==> src/rtl/stepper_move_sequencer.sv <==
// Counted, trapezoidally ramped STEP/DIR/MS sequencer for an A4988 driver.
// Optional macro STEP_POSITION_EN adds a signed 32-bit absolute position output.
module stepper_move_sequencer #(
   parameter int unsigned PULSE_HIGH_CYC = 100,
   parameter int unsigned DIR_SETUP_CYC  = 50,
   parameter int unsigned START_PERIOD   = 50000,
   parameter int unsigned MIN_PERIOD     = 2500,
   parameter int unsigned ACCEL_DEC      = 2500,
   parameter int unsigned STEP_W         = 16
) (
   input  logic              clk,
   input  logic              rst,
   input  logic              start,
   input  logic              stop,
   input  logic              direcc,
   input  logic [2:0]        secuenciaPasos,
   input  logic [STEP_W-1:0] steps_target,
   output logic              STEP,
   output logic              dirPin,
   output logic [2:0]        microStepping,
   output logic              busy,
   output logic              done,
   output logic              aborted,
`ifdef STEP_POSITION_EN
   output logic signed [31:0] position,
`endif
   output logic [STEP_W-1:0] steps_done
);

   typedef enum logic [2:0] {
      IDLE     = 3'd0,
      SETUP    = 3'd1,
      PULSE_HI = 3'd2,
      PULSE_LO = 3'd3,
      FINISH   = 3'd4
   } state_t;

   state_t            state_q, state_d;
   logic [31:0]       cnt_q, cnt_d;
   logic [31:0]       per_q, per_d;
   logic [STEP_W-1:0] accel_q, accel_d;
   logic [STEP_W-1:0] target_q, target_d;
   logic [STEP_W-1:0] steps_q, steps_d;
   logic [STEP_W-1:0] rem;
   logic              dir_q, dir_d;
   logic [2:0]        ms_q, ms_d;
   logic              aborted_q, aborted_d;
   logic              stop_pend_q, stop_pend_d;
   logic              step_q, step_d;
   logic              busy_q, busy_d;
   logic              done_q, done_d;
   logic              count_step;
`ifdef STEP_POSITION_EN
   logic signed [31:0] pos_q, pos_d;
`endif

   function automatic logic [2:0] ms_map(input logic [2:0] mode);
      case (mode)
         3'd0:    ms_map = 3'b000;
         3'd1:    ms_map = 3'b001;
         3'd2:    ms_map = 3'b010;
         3'd3:    ms_map = 3'b011;
         default: ms_map = 3'b111;
      endcase
   endfunction

   function automatic logic [31:0] period_up(input logic [31:0] p);
      period_up = (p + ACCEL_DEC > START_PERIOD) ? START_PERIOD : p + ACCEL_DEC;
   endfunction

   function automatic logic [31:0] period_down(input logic [31:0] p);
      period_down = (p >= MIN_PERIOD + ACCEL_DEC) ? p - ACCEL_DEC : MIN_PERIOD;
   endfunction

   assign rem = target_q - steps_q;

   always_comb begin
      state_d     = state_q;
      cnt_d       = cnt_q;
      per_d       = per_q;
      accel_d     = accel_q;
      target_d    = target_q;
      steps_d     = steps_q;
      dir_d       = dir_q;
      ms_d        = ms_q;
      aborted_d   = aborted_q;
      stop_pend_d = stop_pend_q;
      count_step  = 1'b0;
      case (state_q)
         IDLE: begin
            if (start && !stop) begin
               state_d     = SETUP;
               dir_d       = direcc;
               ms_d        = ms_map(secuenciaPasos);
               target_d    = steps_target;
               steps_d     = '0;
               aborted_d   = 1'b0;
               per_d       = START_PERIOD;
               accel_d     = '0;
               cnt_d       = '0;
               stop_pend_d = 1'b0;
            end
         end
         // A zero-length move still passes through one SETUP cycle before FINISH.
         SETUP: begin
            if (stop) begin
               state_d   = FINISH;
               aborted_d = 1'b1;
            end else if (target_q == '0) begin
               state_d = FINISH;
            end else if (cnt_q == DIR_SETUP_CYC - 1) begin
               state_d = PULSE_HI;
               cnt_d   = '0;
            end else begin
               cnt_d = cnt_q + 32'd1;
            end
         end
         // A stop here is remembered so the pulse is never cut short.
         PULSE_HI: begin
            if (stop) stop_pend_d = 1'b1;
            if (cnt_q == PULSE_HIGH_CYC - 1) begin
               cnt_d      = '0;
               count_step = 1'b1;
               if (stop || stop_pend_q) begin
                  state_d   = FINISH;
                  aborted_d = 1'b1;
               end else begin
                  state_d = PULSE_LO;
               end
            end else begin
               cnt_d = cnt_q + 32'd1;
            end
         end
         PULSE_LO: begin
            if (stop) begin
               state_d   = FINISH;
               aborted_d = 1'b1;
            end else if (cnt_q == per_q - PULSE_HIGH_CYC - 1) begin
               cnt_d = '0;
               if (steps_q == target_q) begin
                  state_d = FINISH;
               end else begin
                  state_d = PULSE_HI;
                  if (rem <= accel_q) begin
                     per_d = period_up(per_q);
                  end else if (per_q > MIN_PERIOD) begin
                     per_d   = period_down(per_q);
                     accel_d = accel_q + STEP_W'(1);
                  end
               end
            end else begin
               cnt_d = cnt_q + 32'd1;
            end
         end
         FINISH:  state_d = IDLE;
         default: state_d = IDLE;
      endcase

      if (count_step && steps_q != target_q) steps_d = steps_q + STEP_W'(1);

      step_d = (state_d == PULSE_HI);
      busy_d = (state_d == SETUP) || (state_d == PULSE_HI) || (state_d == PULSE_LO);
      done_d = (state_d == FINISH);
   end

`ifdef STEP_POSITION_EN
   always_comb begin
      pos_d = pos_q;
      if (count_step && steps_q != target_q) pos_d = dir_q ? pos_q + 32'sd1 : pos_q - 32'sd1;
   end

   always_ff @(posedge clk or negedge rst) begin
      if (!rst) pos_q <= '0;
      else      pos_q <= pos_d;
   end

   assign position = pos_q;
`endif

   always_ff @(posedge clk or negedge rst) begin
      if (!rst) begin
         state_q     <= IDLE;
         cnt_q       <= '0;
         per_q       <= START_PERIOD;
         accel_q     <= '0;
         target_q    <= '0;
         steps_q     <= '0;
         dir_q       <= 1'b0;
         ms_q        <= 3'b000;
         aborted_q   <= 1'b0;
         stop_pend_q <= 1'b0;
         step_q      <= 1'b0;
         busy_q      <= 1'b0;
         done_q      <= 1'b0;
      end else begin
         state_q     <= state_d;
         cnt_q       <= cnt_d;
         per_q       <= per_d;
         accel_q     <= accel_d;
         target_q    <= target_d;
         steps_q     <= steps_d;
         dir_q       <= dir_d;
         ms_q        <= ms_d;
         aborted_q   <= aborted_d;
         stop_pend_q <= stop_pend_d;
         step_q      <= step_d;
         busy_q      <= busy_d;
         done_q      <= done_d;
      end
   end

   assign STEP          = step_q;
   assign dirPin        = dir_q;
   assign microStepping = ms_q;
   assign busy          = busy_q;
   assign done          = done_q;
   assign aborted       = aborted_q;
   assign steps_done    = steps_q;

endmodule

==> config.mk <==
export PLATFORM = sky130hd
export DESIGN_NAME = stepper_move_sequencer
export DESIGN_NICKNAME = d
export VERILOG_FILES = /design/src/rtl/stepper_move_sequencer.sv
export SDC_FILE = /design/constraint.sdc
export NUM_CORES = 1
export LEC_CHECK = 0
export BUFFER_PORTS_ARGS = -buffer_cell sky130_fd_sc_hd__clkbuf_2
export CAP_MARGIN = 20
export CORE_MARGIN = 3
export CORE_UTILIZATION = 30
export CTS_BUF_LIST = sky130_fd_sc_hd__clkbuf_8
export DETAILED_ROUTE_END_ITERATION = 10
export PLACE_DENSITY = 0.56
export SETUP_SLACK_MARGIN = 0.3
export SYNTH_ARGS = -nofsm -noshare
export SYNTH_HDL_FRONTEND = slang
export SYNTH_SLANG_ARGS = --single-unit
==> constraint.sdc <==
create_clock -name clk -period 6.1 [get_ports clk]
set_input_delay 1.22 -clock clk [delete_from_list [all_inputs] [get_ports clk]]
set_output_delay 1.22 -clock clk [all_outputs]
set_load 0.01 [all_outputs]
==> impl_metrics.toml, run 1 <==
[min_path]
worstHoldPathType = "reg2reg"

[sta]
period_minus_slack_ps = 5412
setup-tns-final_ps = 0
worst_pin_slew_ps = 853.8
layout_setup_ws_ps = 688.2
final_hold_viol_count = 0
rsz0062_at_grt = "true"
setup_violations = 0
slew_viol_final = 0
fin_crit_sh_pct = 88.72
skew_ps = 16.67
max_freq_ghz = 0.1848
slew_headroom_pct = 43.08

[routing]
wl_per_cell_um = 17.53
ant_nets = 0
drc = 0
route.final.wire_length_um = 29830
viasPerCell = 5.667
num_vias = 9645
drt_pass1_iterations = 8
drt-initial-drc-count = 763

[layout]
fin_nets = 1318
syn_to_final_growth_pct = 10.57
mostFrequentLayoutCell = "nand2_1"
fillers = 3409
final_cell_mix = "nand2_1 (164), dfrtp_1 (116), o21ai_0 (96)"
stdcell_count = 1702
fin_util_pct = 33.96
diodes = 0
drive_above_1_share_pct = 10.50

[global_routing]
grt_pass1_wl_um = 49210
grt_max_degree = 80
grt_pass1_vias = 9134
grt-ovfl-total = 0
antenna_found_initial = 0
grt_use_total_pct = 16.98

[power_and_ir_drop]
leakage_nw = 4.498
p_per_area_nw_per_um2 = 232.6
peakVddDrop_mv = 0.1367

[logic_synthesis]
mappedNetlistArea_um2 = 9793
synth_top_family_by_area = "simple AND/OR/NAND/NOR gates"
synth-compound-area-share_pct = 23.43
synth-main-ff-cell = "dfrtp_1"
yosysWarnings = 0
synth_area_per_cell_um2 = 7.791
synth-seq-area-share_pct = 31.25
syn_nets = 1321
yosys.cell_types.count = 79
ys_top_cells_by_area = "dfrtp_1 (30%), nand2_1 (6.3%), ha_1 (5.0%)"
synthAdderAreaFrac_pct = 5.187
synth_edf_count = 0
muxShareOfSynthArea_pct = 1.661
synth_async_sr_flop_share_pct = 100.0
synth.ff_latch_count = 122
synth_top_area_cell = "dfrtp_1"
syn_inst = 1257
synthSimpleGateAreaFrac_pct = 27.93
yosysTopAreaCellShare_pct = 29.64
synth_xor_area_share_pct = 4.740

[placed_design]
dp_hpwl_um = 21660
preCtsSetupSlack_ps = 534.8
io_buffers = 47
dp_cells = 1664
gp_routability_congestion = 0.8867

[floorplan]
start_util_pct = 30.72
die_width_um = 186.7
io_pins = 48
die_h_um = 186.7
core_um2 = 31880
die_area_um2 = 34850
rows = 65

[clock_tree]
clock_sinks = 122
clk_path_buf_depth = 2
cts_buffers = 17
clk-insertion-delay-late_ps = 470
cts_tree = "built"
htreeDepth = 4
clkTransAtPathRegs_ps = 80
root_buffer = "clkbuf_8"
hold_buffers = 0

[setup_path]
path_max_fanout = 8
end_kind = "flop"
critPathKind = "reg2reg"
cp.required_ps = 6440
critPathLaunchType = "flop"
arrival_ps = 5760

[run]
maxCapViolations = 0

[status]
status = "finished, final reports clean"
==> final timing paths <==
path,start,depth (start not counted),to,slack [ps]
setup / recovery,steps_done[0],21,per_q[29],690
hold / removal,microStepping[1],2,microStepping[1],480
setup reg to reg,steps_done[0],21,per_q[29],690
hold reg to reg,microStepping[1],2,microStepping[1],480
max in group asynchronous,rst,2,cnt_q[12],4220
min in group asynchronous,rst,1,per_q[13],800
==> critical path, cell delays in order, from the launching register on <==
cell and delay (ps):
dfrtp_1 430, ha_1 200, inv_1 50, fa_1 400, a21o_1 190, a21oi_1 220, o21bai_1 110, a211o_1 320
nand3_1 70, and3_1 160, a21oi_1 120, nand4_1 110, o211ai_1 90, ha_1 330, nand4_1 150, or4_1 580
or3_1 410, and2_1 200, a211oi_2 290, a21o_2 290, nand2_1 190, o41ai_1 360
==> synth_stat cells, drive strengths merged, types with 4 or more instances <==
| library cell | count |
|---|---|
| a211o | 7 |
| a21o | 13 |
| a21oi | 65 |
| a221o | 5 |
| a22o | 26 |
| a2bb2oi | 4 |
| a31oi | 9 |
| and2 | 9 |
| and3 | 26 |
| and4 | 8 |
| buf | 22 |
| clkbuf | 68 |
| dfrtp | 116 |
| dfstp | 6 |
| ha | 39 |
| inv | 55 |
| mux2i | 14 |
| nand2 | 164 |
| nand2b | 8 |
| nand3 | 51 |
| nand3b | 4 |
| nand4 | 36 |
| nor2 | 92 |
| nor2b | 20 |
| nor3 | 35 |
| nor3b | 4 |
| nor4 | 32 |
| nor4b | 6 |
| o211ai | 14 |
| o21a | 6 |
| o21ai | 97 |
| o221ai | 7 |
| o22ai | 4 |
| o311ai | 8 |
| o31ai | 32 |
| o41ai | 4 |
| or2 | 7 |
| or3 | 15 |
| or4 | 18 |
| xnor2 | 30 |
| xor2 | 23 |
==> state kept, by name, summed over array words and instances, names as in the netlist <==
signal         count
cnt_q             32
per_q             30
accel_q           16
steps_done        16
target_q          16
microStepping      3
state_q            3
STEP               1
aborted            1
busy               1
dirPin             1
done               1
stop_pend_q        1
==> metal layers <==
layer	up-vias	global-route usage (%)	part of all wire [%]
li1	4628	-	-
met1	4663	24.37	48
met2	321	26.18	45
met3	33	3.062	5.8
met4	0	4.798	1.4
met5	-	0	0
==> cell type report <==
class	instances	area [um^2]	area share, %
clock inverters	14	171.4	1.583
clock buffers	18	247.7	2.288
multi-input cells	990	6198	57.25
inverters	55	206.4	1.907
flip-flops and latches	122	3060	28.26
well taps	435	544.3	5.027
repair buffers	68	399.1	3.686
==> report_power, final <==
group          switching, mW  total (mW)  internal, mW
combinational          0.517       0.826         0.310
sequential            0.0540       0.902         0.848
clock                  0.373       0.789         0.416
==> cell families after synthesis <==
family / Yosys count
AOI/OAI and AO/OA: 340
and+or+nand+nor: 541
buffers and inverters: 145
xor gates and xnor gates: 53
muxes: 16
DFF: 122
adders and majority gates: 40
==> timing repair <==
item,CTS,global route
setup endpoints to repair,0,39
resized for setup,0,6
buffers inserted,0,6
==> per-stage QoR <==
stage,hold WS [ps],cell area [um^2],total power [mW]
5_1_grt,509.9,10830,2.669
4_1_cts,485.0,10760,2.517
3_3_place_gp,458.9,10340,1.708
6_report,479.2,10830,2.518
3_5_place_dp,461.7,10340,1.723
2_1_floorplan,472.2,9793,1.482
(Power assumes the default switching activity.)
==> run 2, diff against run 1 <==
--- a/config.mk
+++ b/config.mk
@@ -7,11 +7,13 @@
 export LEC_CHECK = 0
 export BUFFER_PORTS_ARGS = -buffer_cell sky130_fd_sc_hd__clkbuf_2
 export CAP_MARGIN = 20
+export CORE_ASPECT_RATIO = 0.7
 export CORE_MARGIN = 3
 export CORE_UTILIZATION = 30
 export CTS_BUF_LIST = sky130_fd_sc_hd__clkbuf_8
 export DETAILED_ROUTE_END_ITERATION = 10
 export PLACE_DENSITY = 0.56
+export REMOVE_ABC_BUFFERS = 1
 export SETUP_SLACK_MARGIN = 0.3
 export SYNTH_ARGS = -nofsm -noshare
 export SYNTH_HDL_FRONTEND = slang
==> run 2 against run 1 <==
Compared with the run above: utilization up 0.47 points; hold slack worse by 7.0 ps; sequential share of layout area down 0.14 points; first-iteration DRC count up 28%; critical endpoint is now per_q[24].
==> impl_metrics.toml, run 2 (synthesis results as in run 1) <==
[status]
status = "finished, final reports clean"

[clock_tree]
hold_buffers = 0
clock_sinks = 122
clk-insertion-delay-late_ps = 490
clkTransAtPathRegs_ps = 70
clk_path_buf_depth = 2
htreeDepth = 4
cts_tree = "built"
root_buffer = "clkbuf_8"
cts_buffers = 17

[sta]
skew_ps = 23.07
rsz0062_at_grt = "false"
worst_pin_slew_ps = 988.5
max_freq_ghz = 0.1812
slew_headroom_pct = 33.81
setup-tns-final_ps = 0
final_hold_viol_count = 0
holdWs_ps = 472.1
layout_setup_ws_ps = 581.4
slew_viol_final = 0
setup_violations = 0
fin_crit_sh_pct = 90.47
period_minus_slack_ps = 5519

[floorplan]
die_area_um2 = 34880
core_um2 = 31620
start_util_pct = 30.97
die_width_um = 222.0
rows = 54
die_h_um = 157.2
io_pins = 48

[routing]
drt_pass1_iterations = 5
viasPerCell = 5.743
drc = 0
num_vias = 9695
drt-initial-drc-count = 974
ant_nets = 0
wl_per_cell_um = 18.11
route.final.wire_length_um = 30570

[global_routing]
grt_pass1_vias = 8750
grt_use_total_pct = 17.45
grt_pass1_wl_um = 49240
antenna_found_initial = 0
grt_max_degree = 80
grt-ovfl-total = 0

[placed_design]
io_buffers = 47
dp_hpwl_um = 22080
gp_routability_congestion = 0.9218
preCtsSetupSlack_ps = 403.4

[min_path]
worstHoldPathType = "reg2reg"

[layout]
largest_reg_flops = 32
diodes = 0
top_register = "cnt_q"
drive_above_1_share_pct = 10.80
largestRegisters = "cnt_q: 32 flops, per_q: 30 flops"
mostFrequentLayoutCell = "nand2_1"
fin_nets = 1319
syn_to_final_growth_pct = 11.18
final_cell_mix = "nand2_1 (164), dfrtp_1 (115), o21ai_0 (96)"

[setup_path]
end_kind = "flop"
crit_slowest_cell = "or4_1"
critPathKind = "reg2reg"
slowest_delay_ps = 600
cp.required_ps = 6470
path_cells = "inv_1 > ha_1 > nor2b_1 > o21ai_0 > a21oi_2 > o211ai_1 > a311oi_1 > o21a_1 > o21a_1 > a311o_1 > ha_1 > nand4_1 > or4_1 > or3_1 > and2_1 > a211oi_4 > a21o_4 > buf_4 > nand3_1 > o31ai_1"
path_max_fanout = 7
critPathLaunchType = "flop"
arrival_ps = 5890

[power_and_ir_drop]
power.total_mw = 2.608
p_per_area_nw_per_um2 = 239.5
leakage_nw = 4.524
peakVddDrop_mv = 0.1349

[run]
maxCapViolations = 0
-- run 2: cell types whose count changed in the layout (fill, tap and decap cells not counted), sizes merged --
cell	delta
buf	+1
clkbuf	+2
clkinv	-4
bufinv	+1
inv	+1
-- run 2: per-stage QoR --
stage	area [um^2]	instances	util (%)
after floorplan	9432	1167	-
after global placement	10350	1653	32.75
after detailed placement	10350	1653	32.75
after CTS	10800	1685	34.16
after global routing	10890	1688	34.43
final	10890	1688	34.43
-- run 2: per-layer routing --
metal	vias to the layer above	wire (um)	global-route usage [%]
met2	336	12070	23.40
li1	4614	-	-
met4	0	370	4.170
met1	4706	15790	27.52
met3	39	2343	4.139
met5	-	0	0
-- run 2: where the power goes --
| group | switching [mW] | total (mW) | internal [mW] |
|---|---|---|---|
| sequential | 0.0590 | 0.907 | 0.848 |
| combinational | 0.538 | 0.856 | 0.317 |
| clock | 0.369 | 0.845 | 0.476 |
| total | 0.966 | 2.61 | 1.64 |
-- run 2: path summary, 6_finish.rpt --
kind | startpoint | end | slack, ps | depth (start not counted)
worst max-delay path | steps_done[1] | per_q[24] | 580 | 20
worst min-delay path | microStepping[0] | microStepping[0] | 470 | 2
worst max register to register | steps_done[1] | per_q[24] | 580 | 20
worst min register to register | microStepping[0] | microStepping[0] | 470 | 2
max in group asynchronous | rst | steps_done[0] | 4170 | 2
min in group asynchronous | rst | cnt_q[27] | 790 | 1
-- run 2: final cells by class --
class,count,area [um^2]
Clock buffer,20,275.3
Clock inverter,12,170.2
Fill cell,3327,20730
Inverter,55,206.4
Multi-Input combinational cell,990,6242
Sequential cell,122,3062
Tap cell,420,525.5
Timing Repair Buffer,69,406.6
-- run 2: worst max-delay path, delay by kind of cell, from the launching register on --
family                   cells  cell delay, ps
AO/OA/AOI/OAI               10            2450
flip-flops                   1             410
AND/OR/NAND/NOR              6            1710
adder cells (fa/ha/maj)      2             610
buffers and inverters        2             240
-- run 2: what timing repair did --
action / CTS / global route
setup buffers: 0 / 3
endpoints found under the hold margin: 0 / 0
resized for setup: 0 / 13
endpoints found under the setup margin: 0 / 41
